File: src/rtl/mult_accumulate_stage.sv
// Handshaked accumulator that sums COUNT multiplier products per result.
// Optional macro MULT_ACC_SATURATE_EN selects saturating instead of wrapping accumulation.
module mult_accumulate_stage #(
    parameter int PROD_W = 16,
    parameter int ACC_W  = 24,
    parameter int COUNT  = 8
) (
    input  logic              clk,
    input  logic              rst,
    input  logic              prod_valid,
    output logic              prod_ready,
    input  logic [PROD_W-1:0] prod,
    output logic              acc_valid,
    input  logic              acc_ready,
    output logic [ACC_W-1:0]  acc_out,
    output logic              overflow
);

    localparam int CNT_W = (COUNT > 1) ? $clog2(COUNT) : 1;
    localparam logic [CNT_W-1:0] LAST_CNT = CNT_W'(COUNT - 1);

    typedef enum logic {ACCUM, HOLD} state_t;

    state_t             state;
    logic [ACC_W-1:0]   acc;
    logic [CNT_W-1:0]   count;
    logic               ready_q;
    logic [ACC_W:0]     sum;
    logic [ACC_W-1:0]   next_acc;
    logic               carry;
    logic               accept;

    // Gating with rst keeps the stage from advertising ready while held in reset.
    assign prod_ready = ready_q & ~rst;
    assign accept     = prod_valid & prod_ready;

    always_comb begin
        sum   = {1'b0, acc} + {{(ACC_W + 1 - PROD_W){1'b0}}, prod};
        carry = sum[ACC_W];
`ifdef MULT_ACC_SATURATE_EN
        // Once saturated, any further add carries again (or adds zero), so it stays pinned.
        next_acc = carry ? {ACC_W{1'b1}} : sum[ACC_W-1:0];
`else
        next_acc = sum[ACC_W-1:0];
`endif
    end

    // NOTE: sequential state uses non-blocking assignments so every register
    // samples pre-edge values, independent of statement order.
    always_ff @(posedge clk or posedge rst) begin
        if (rst) begin
            state     <= ACCUM;
            acc       <= '0;
            count     <= '0;
            ready_q   <= 1'b1;
            acc_valid <= 1'b0;
            acc_out   <= '0;
            overflow  <= 1'b0;
        end else begin
            case (state)
                ACCUM: begin
                    if (accept) begin
                        acc      <= next_acc;
                        overflow <= overflow | carry;
                        if (count == LAST_CNT) begin
                            acc_out   <= next_acc;
                            count     <= '0;
                            state     <= HOLD;
                            acc_valid <= 1'b1;
                            ready_q   <= 1'b0;
                        end else begin
                            count <= count + 1'b1;
                        end
                    end
                end
                HOLD: begin
                    if (acc_ready) begin
                        acc       <= '0;
                        overflow  <= 1'b0;
                        state     <= ACCUM;
                        acc_valid <= 1'b0;
                        ready_q   <= 1'b1;
                    end
                end
                default: state <= ACCUM;
            endcase
        end
    end

endmodule

File: config.mk
export PLATFORM = sky130hd
export DESIGN_NAME = mult_accumulate_stage
export DESIGN_NICKNAME = d
export VERILOG_FILES = /design/src/rtl/mult_accumulate_stage.sv
export SDC_FILE = /design/constraint.sdc
export NUM_CORES = 1
export LEC_CHECK = 0
export BUFFER_PORTS_ARGS = -buffer_cell sky130_fd_sc_hd__buf_4
export CAP_MARGIN = 15
export CORE_MARGIN = 2
export CORE_UTILIZATION = 35
export CTS_BUF_LIST = sky130_fd_sc_hd__clkbuf_16
export DETAILED_ROUTE_END_ITERATION = 16
export PLACE_DENSITY = 0.51
export SLEW_MARGIN = 30
export SYNTH_ARGS = -nofsm -noshare
export SYNTH_HDL_FRONTEND = slang
export SYNTH_SLANG_ARGS = --single-unit
File: constraint.sdc
create_clock -name clk -period 2.53 [get_ports clk]
set_clock_uncertainty 0.1 [all_clocks]
set_input_delay 0.1265 -clock clk [delete_from_list [all_inputs] [get_ports clk]]
set_output_delay 0.1265 -clock clk [all_outputs]
set_load 0.005 [all_outputs]
== Yosys cells after proc, flatten, opt, wreduce, memory -nomap -nowiden ==
Cells that the tools add are included.

* Register bits after elaboration: 55
* Bits in latches: 0
* RAM bits: 0
* ROM bits: 0
* Input port bits: 20
* Output and inout bits: 27
* Memories kept: 0

* Add/sub/neg operators: 2
* Multiply operators: 0
* Divide/modulo/power cells: 0
* Order comparisons: 0
* Equal/unequal tests: 4
* Shift operators: 0
* Multiplexer cells: 18
* Bitwise logic cells: 5
* Reduce and logical (&&, ||, !) cells: 4

{| class="wikitable"
|+ Operators with widths
! operator !! count
|-
| $mux W24 || 2
|-
| $pmux W24 S2 || 1
|-
| $add A24 B16 Y25 || 1
|-
| $mux W1 || 10
|-
| $pmux W1 S2 || 4
|-
| $ne A2 B2 Y1 const B || 3
|-
| $reduce_and A3 Y1 || 2
|-
| $reduce_and A2 Y1 || 2
|-
| $add A3 B1 Y3 const B || 1
|-
| $eq A3 B3 Y1 const B || 1
|-
| $mux W3 || 1
|-
| $and A1 B1 Y1 || 2
|-
| $not A1 Y1 || 2
|-
| $or A1 B1 Y1 || 1
|}

== Depth between registers and ports, before layout ==
Gate-level depths: netlist of the first run.

* Depth in word-level cells: 5
* Depth in mapped cells: 10
* Gate-level depth less buffers: 10

== Worst setup path before layout of the first run ==
Ideal clock, no wire load.

* Path kind: reg2reg
* Start: register acc[0]
* End: register acc[20]
* Setup time: 0.069 ns
* Data arrival time: 2.233 ns
* Required time: 2.361 ns
* Path slack: 0.128 ns
* Stages on the path, launching flop included: 11
* Path buffers: 0
* Cells stage by stage: dfrtp_1 -> ha_1 -> inv_1 -> fa_1 -> nand2b_1 -> a21oi_1 -> o2111ai_2 -> a31oi_2 -> nand3_2 -> or3_1 -> nand3_1

* Word-level cells in the longest chain between the ends: 3

{| class="wikitable"
|+ Ends and longest elaborated chain
! element !! RTL line !! source
|-
| from (decl) || 25 || <nowiki>logic [ACC_W-1:0] acc;</nowiki>
|-
| from (signal assigned) || 63 || <nowiki>acc <= next_acc;</nowiki>
|-
| $add A24 B16 Y25 || 38 || <nowiki>sum = {1'b0, acc} + {{(ACC_W + 1 - PROD_W){1'b0}}, prod};</nowiki>
|-
| $mux W24 || 62 || <nowiki>if (accept) begin</nowiki>
|-
| $pmux W24 S2 || 60 || <nowiki>case (state)</nowiki>
|}

No other way between the ends. The select of a mux whose other input is x is not followed.
A chain may end at the register's enable or synchronous reset.

== Worst setup path after layout of the first run ==
* Start: register acc[7]
* End: register acc_out[18]

* Word-level cells in the longest chain between the ends: 1

{| class="wikitable"
|+ Ends and longest elaborated chain
! element !! RTL line !! source
|-
| $add A24 B16 Y25 || 38 ||
|-
| to (signal assigned) || 66 || <nowiki>acc_out <= next_acc;</nowiki>
|-
| to (decl) || 15 || <nowiki>output logic [ACC_W-1:0] acc_out,</nowiki>
|}

No other way between the ends.

==> metrics.md, run 1 <==
| Metric | Value |
|---|---|
| Die Wd | `99.5 µm` |
| Worst Path Arrival | `2470 ps` |
| RD Place Congestion | `0.806` |
| Primary FF master, synth | `dfrtp_1` |
| Core Rows | `34` |
| Critical path, cell by cell | `ha_1, a21o_1, a21o_1, nor3_1, a21oi_2, buf_4, or2_2, mux2i_1, a31oi_1` |
| Top post-synthesis cells by area | `dfrtp_1, o21ai_0, ha_1, nand2_1, a21oi_1` |
| Final hold slack | `between 90 and 100 ps` |
| Io pins | `47` |
| Element type at the critical path end | `register` |
| TritonCTS clock tree | `built` |
| Ratio of cells with drive above 1 in the final layout | `23.0%` |
| Via count | `around 2700` |
| Top cell type by total area after synthesis | `dfrtp_1` |
| FF+latch count, synth | `55` |
| Reg area | `between 1000 and 1500 µm²` |
| Post-synth ARST share | `between 90% and 100%` |
| Antenna fix cells | `0` |
| F_max | `417 MHz` |
| Placeable Area | `between 8000 and 9000 µm²` |
| Final Net Count | `around 450` |
| CP max stage delay | `380 ps` |
| Largest net degree at the start of global routing | `56` |
| Slowest stage cell on the critical path | `dfrtp_1` |
| Post-synth EDFFs | `0` |
| DP Area | `3670 µm²` |
| Worst Path Buf+Inv | `1` |
| Syn Nets | `~400` |
| Dpl ws | `-13.6 ps` |
| Max cap viols | `0` |
| Inst Count DP | `505` |
| Final HPWL DP | `5.51 mm` |
| Final Cell Area | `3930 µm²` |
| Tmin final | `around 2400 ps` |
| Kind of critical path | `reg2reg` |
| Sequential fraction of the synthesis area | `between 40% and 50%` |
| Post-route setup slack | `133 ps` |
| Vias in the first global route | `2534` |
| Filler instances | `~900` |
| Worst r2r src | `acc[7]` |
| Worst hold start | `prod[0]` |
| Worst EP required | `2600 ps` |
| Most frequent CP cell | `a21o_1` |
| Number of DRC violations after detailed-routing iteration 0 | `54` |
| # setup viols final | `0` |
| Detail Route Antenna Nets | `0` |
| Mean post-synth cell area | `8.96 µm²` |
| First-pass GRT wire length | `12.7 mm` |
| CTS H-tree lvls | `2` |
| Overall routed net length | `~7.7 mm` |
| Yosys top cell area share | `a little over two fifths` |
| Clk root buf | `clkbuf_16` |
| Area of the multi-input gates | `~1800 µm²` |
| CTS buffer count | `5` |
| Drt pass-1 iters | `5` |
| Die H | `99.5 µm` |
| Area grow syn2layout | `23.2%` |
| Post-Layout Cell Count | `516` |
| All-Layer GR Usage | `16.1%` |
| Port-buffer cells | `between 40 and 50` |
| CP top delay family | `compound AO/OA/AOI/OAI gates` |
| Synth Warn # | `0` |
| Most common cell in the netlist | `dfrtp_1` |
| Leak | `1.82 nW` |
| Die area | `9900 µm²` |
| Gate Count Post-Synth | `356` |
| Outcome | `completed` |
| CP Launch Type | `register` |
| Post-route DRC | `0` |
| GR Overflow Total | `0` |
| Skew-Pair Late Insertion Delay | `roughly 300 ps` |
| Initial core utilization | `36.4%` |
| Power Density | `979 nW/µm²` |
| Initial antenna violation count | `0` |
| RSZ-0062 raised after global routing | `true` |
| Slew @ Worst Pin | `a little over 700 ps` |
| Worst-path clk slew | `70 ps` |
| Hold Path Class | `in2reg` |
| CTS max path bufs | `2` |
| Avg WL per Cell | `14.8 µm` |
| Total clock sinks | `55` |
| Vias per Instance | `around 5.2` |
| CP Max Fanout | `5` |
| Most frequent cells after synthesis | `dfrtp_1, o21ai_0, nand2_1` |
| Netlist Area Pre-Place | `~3200 µm²` |
| Max-slew violation count | `0` |
| Final Cycle Share | `94.7%` |
| Peak supply drop | `0.000328 V` |
| Fin. Hold Viols | `0` |
| Cell variety after synth | `45` |
| CP startpoint | `acc[7]` |
| Worst reg-to-reg setup slack | `130 ps` |
| Worst slew margin | `53.0%` |
[metal layers]
metal | track usage, % | vias up | share of wire [%]
met2 | 23.9 | 53 | 46
li1 | - | 1352 | -
met4 | 4.74 | 0 | 1.3
met5 | 0 | - | 0
met1 | 24.0 | 1268 | 48
met3 | 2.88 | 7 | 4.0
[worst register-to-register path: cells and delay by family, from the launching register on]
family,cells,cell delay [ps]
adder cells (fa/ha/maj),1,340
flip-flops,1,380
AO/OA/AOI/OAI,4,620
AND/OR/NAND/NOR,2,550
buffers and inverters,1,150
multiplexers,1,130
[state kept, by name, indices dropped and copies added, names as in the netlist]
signal,flops
count,3
ready_q,1
overflow,1
state,1
acc,24
acc_valid,1
acc_out,24
[final timing paths]
kind	cells past startpoint	to
setup / recovery	9	acc_out[18]
hold / removal	4	acc[0]
setup reg to reg	9	acc_out[18]
hold reg to reg	2	ready_q
max in group asynchronous	4	acc[11]
min in group asynchronous	4	acc_out[0]
[cell families after synthesis]
group	share of synthesized area, %
and+or+nand+nor	18.4
muxes	0.980
xor gates and xnor gates	5.49
AOI/OAI and AO/OA	20.2
buffers and inverters	4.08
adders and majority gates	7.69
DFF	43.2
[area by class of cell]
type	count	area share, %
Clock inverter	3	0.318
Timing Repair Buffer	62	12.0
Clock buffer	5	3.18
Tap cell	108	3.44
Multi-Input combinational cell	274	45.2
Inverter	9	0.859
Sequential cell	55	35.0
[power by group]
| group | internal [mW] | switching, mW | total [mW] |
|---|---|---|---|
| logic | 0.853 | 1.04 | 1.89 |
| clock network | 0.360 | 0.322 | 0.681 |
| registers | 1.12 | 0.155 | 1.28 |
| total | 2.33 | 1.52 | 3.85 |
[what timing repair did]
| item | 4_1_cts | 5_1_grt |
|---|---|---|
| endpoints found under the setup margin | 1 | 15 |
| endpoints found under the hold margin | 56 | 0 |
| hold buffers | 2 | 0 |
| buffers inserted | 0 | 1 |
| resized for setup | 0 | 17 |
| pin swaps | 1 | 4 |
[metrics by stage]
| step | power [mW] | TNS [ps] | utilization, % |
|---|---|---|---|
| floorplan | 2.53 | 0 | - |
| global placement | 3.02 | 0 | 41.9 |
| detailed placement | 3.05 | -13.6 | 41.9 |
| CTS | 3.74 | 0 | 43.7 |
| global route | 4.18 | -32.6 | 44.9 |
| finish | 3.85 | 0 | 44.9 |
[cells in the final DEF, fill, tap and decap left out, types with 2 or more instances in the layout]
cell,n
a211oi_1,2
a21o_1,8
a21oi_1,24
a21oi_2,3
a31oi_1,6
a31oi_2,2
and3_1,3
buf_4,60
clkbuf_16,5
dfrtp_1,54
dlygate4sd3_1,2
ha_1,15
ha_2,2
inv_1,9
mux2i_1,2
nand2_1,50
nand2b_1,4
nand3_1,24
nand3b_1,2
nand4_1,4
nor2_1,14
nor2b_1,3
nor3_1,6
o21a_1,2
o21ai_0,50
o21ai_1,2
o21ai_2,2
or2_2,2
or3_1,5
xnor2_1,9
xor2_1,11
No activity file was read; power rests on OpenSTA's default activity.
==> run 2: changes to the inputs <==
--- a/config.mk
+++ b/config.mk
@@ -7,6 +7,7 @@
 export LEC_CHECK = 0
 export BUFFER_PORTS_ARGS = -buffer_cell sky130_fd_sc_hd__buf_4
 export CAP_MARGIN = 15
+export CORE_ASPECT_RATIO = 0.8
 export CORE_MARGIN = 2
 export CORE_UTILIZATION = 35
 export CTS_BUF_LIST = sky130_fd_sc_hd__clkbuf_16
==> metrics.md, run 2 (synthesized netlist as in run 1, its figures left out) <==
| Metric | Value |
|---|---|
| CTS buffer count | `5 (unchanged)` |
| Ratio of cells with drive above 1 in the final layout | `23.9% (was 23.0%)` |
| Slew @ Worst Pin | `656 ps (was 705 ps)` |
| Final Net Count | `448 (was 446)` |
| Worst reg-to-reg setup slack | `160 ps (was 130 ps)` |
| Final Cycle Share | `93.9% (was 94.7%)` |
| Io pins | `47 (unchanged)` |
| Reg2reg end | `acc[20] (was acc_out[18])` |
| Area grow syn2layout | `24.4% (was 23.2%)` |
| F_max | `421 MHz (was 417 MHz)` |
| Final HPWL DP | `5.62 mm (was 5.51 mm)` |
| Dpl ws | `6.17 ps (was -13.6 ps)` |
| Worst hold start | `prod[0] (unchanged)` |
| Die Wd | `111 µm (was 99.5 µm)` |
| Die area | `9900 µm² (about the same)` |
| Commonest non-fill, non-tap cell in the layout | `buf_4 (unchanged)` |
| Fin. Hold Viols | `0 (unchanged)` |
| Inst Count DP | `515 (was 505)` |
| TritonCTS clock tree | `built (unchanged)` |
| Worst Path Arrival | `2500 ps (was 2470 ps)` |
| Largest net degree at the start of global routing | `45 (was 56)` |
| First-pass GRT wire length | `12.7 mm (about the same)` |
| Avg WL per Cell | `14.2 µm (was 14.8 µm)` |
| Outcome | `completed (unchanged)` |
| Switching Fraction | `38.3% (was 39.4%)` |
| Clk root buf | `clkbuf_16 (unchanged)` |
| Biggest regs | `acc x24, acc_out x24, count x3 (unchanged)` |
| Final hold slack | `108 ps (was 98.1 ps)` |
| Core Rows | `31 (was 34)` |
| Cell internal pwr | `2.42 mW (was 2.33 mW)` |
| CP Max Fanout | `4 (was 5)` |
| Skew-Pair Late Insertion Delay | `290 ps (was 300 ps)` |
| Vias per Instance | `5.07 (was 5.19)` |
| Drt pass-1 iters | `4 (was 5)` |
| Register share of total power | `32.6% (was 33.2%)` |
| Initial antenna violation count | `0 (unchanged)` |
| Die H | `89.4 µm (was 99.5 µm)` |
| Most frequent cells in the layout | `buf_4, dfrtp_1, nand2_1 (was buf_4, dfrtp_1, nand2_1, o21ai_0)` |
| Total clock sinks | `55 (unchanged)` |
| DP Area | `3720 µm² (was 3670 µm²)` |
| Detail Route Antenna Nets | `0 (unchanged)` |
| Kind of critical path | `reg2reg (unchanged)` |
| Vias in the first global route | `2588 (was 2534)` |
| CP Launch Type | `register (unchanged)` |
| Worst EP required | `2660 ps (was 2600 ps)` |
| RSZ-0062 raised after global routing | `true (unchanged)` |
| Filler instances | `885 (was 899)` |
| Element type at the critical path end | `register (unchanged)` |
| Placeable Area | `8960 µm² (was 8760 µm²)` |
| Clk pwr share | `19.7% (was 17.7%)` |
| Post-Layout Cell Count | `525 (was 516)` |
| Hold Path Class | `in2reg (unchanged)` |
| Tmin final | `2370 ps (was 2400 ps)` |
| Worst-path clk slew | `70 ps (about the same)` |
| Number of DRC violations after detailed-routing iteration 0 | `113 (was 54)` |
| Worst r2r src | `acc[0] (was acc[7])` |
| Post-route DRC | `0 (unchanged)` |
| Hold depth | `4 (unchanged)` |
| Antenna fix cells | `0 (unchanged)` |
| Comb power frac | `47.7% (was 49.1%)` |
| Post-route setup slack | `155 ps (was 133 ps)` |
| CTS H-tree lvls | `2 (unchanged)` |
| Max cap viols | `0 (unchanged)` |
| Peak supply drop | `0.000414 V (was 0.000328 V)` |
| # setup viols final | `0 (unchanged)` |
| Overall routed net length | `7.47 mm (was 7.65 mm)` |
| Port-buffer cells | `46 (unchanged)` |
| CTS max path bufs | `2 (unchanged)` |
| Core Util, Final | `44.3% (was 44.9%)` |
| Leak | `1.84 nW (was 1.82 nW)` |
| Initial core utilization | `35.6% (was 36.4%)` |
| All-Layer GR Usage | `15.9% (was 16.1%)` |
| Power Density | `989 nW/µm² (was 979 nW/µm²)` |
| Worst Hold End | `acc[0] (unchanged)` |
| Worst r2r path cells | `11 (was 9)` |
| Via count | `2663 (was 2680)` |
| Final Cell Area | `3970 µm² (was 3930 µm²)` |
| RD Place Congestion | `0.865 (was 0.806)` |
| GR Overflow Total | `0 (unchanged)` |
| Net Sw Power | `1.50 mW (was 1.52 mW)` |
| Worst slew margin | `56.2% (was 53.0%)` |
| Max-slew violation count | `0 (unchanged)` |
run 2: changes by cell type in the layout (fill, tap and decap cells not counted), moves of 2 or more:
cell	delta
a31oi_2	-2
o21ai_0	-2
a31oi_1	+2
o21ai_1	+2
run 2: area by class of cell:
type	count	area [µm²]	share of cell area [%]
clock buffers	5	125	3.15
clock inverters	3	38.8	0.977
inverters	9	33.8	0.851
multi-input cells	274	1750	44.2
flip-flops and latches	55	1380	34.7
well taps	115	144	3.62
repair buffers	64	498	12.5
run 2: power groups by stage:
stage                     logic (mW)  clock network, mW  registers (mW)
after CTS                       1.78              0.804            1.28
after detailed placement        1.77                  0            1.29
after floorplan                 1.27                  0            1.26
final                           1.87              0.773            1.28
after global routing            2.12              0.836            1.32
after global placement          1.77                  0            1.28
run 2: worst max path at each step:
stage           start     endpoint  slack [ps]
2_1_floorplan  acc[0]      acc[20]         130
3_3_place_gp   acc[0]      acc[20]          50
3_5_place_dp   acc[0]      acc[20]           6
4_1_cts        acc[0]      acc[20]           6
5_1_grt        acc[4]  acc_out[21]         -10
6_report       acc[0]      acc[20]         160
run 2: routing by layer:
| layer | GRT usage [%] | vias to the layer above | share of wire [%] |
|---|---|---|---|
| li1 | - | 1364 | - |
| met1 | 23.4 | 1236 | 52 |
| met2 | 24.3 | 58 | 42 |
| met3 | 2.85 | 5 | 4.5 |
| met4 | 4.32 | 0 | 0.82 |
| met5 | 0 | - | 0 |
run 2: through the flow:
step                setup TNS (ps)  power (mW)
floorplan                        0        2.53
global placement                 0        3.05
detailed placement               0        3.07
CTS                              0        3.87
global route                 -12.7        4.27
finish                           0        3.93
run 2: what timing repair did:
| item | 4_1_cts | 5_1_grt |
|---|---|---|
| pin swaps | 1 | 7 |
| gates resized for setup | 0 | 18 |
| endpoints found under the setup margin | 1 | 17 |
| gates cloned | 0 | 0 |
| buffers inserted | 0 | 0 |
| hold buffers | 2 | 0 |
| endpoints found under the hold margin | 29 | 0 |
run 2: critical path, stage by stage (launching register included):
cell and delay, ps:
dfrtp_1 350, ha_2 170, inv_1 50, fa_2 350
nand2b_4 150, a21oi_2 130, buf_4 140, o2111ai_4 140
a31oi_4 210, nand3_2 110, or3_1 320, nand3_1 80
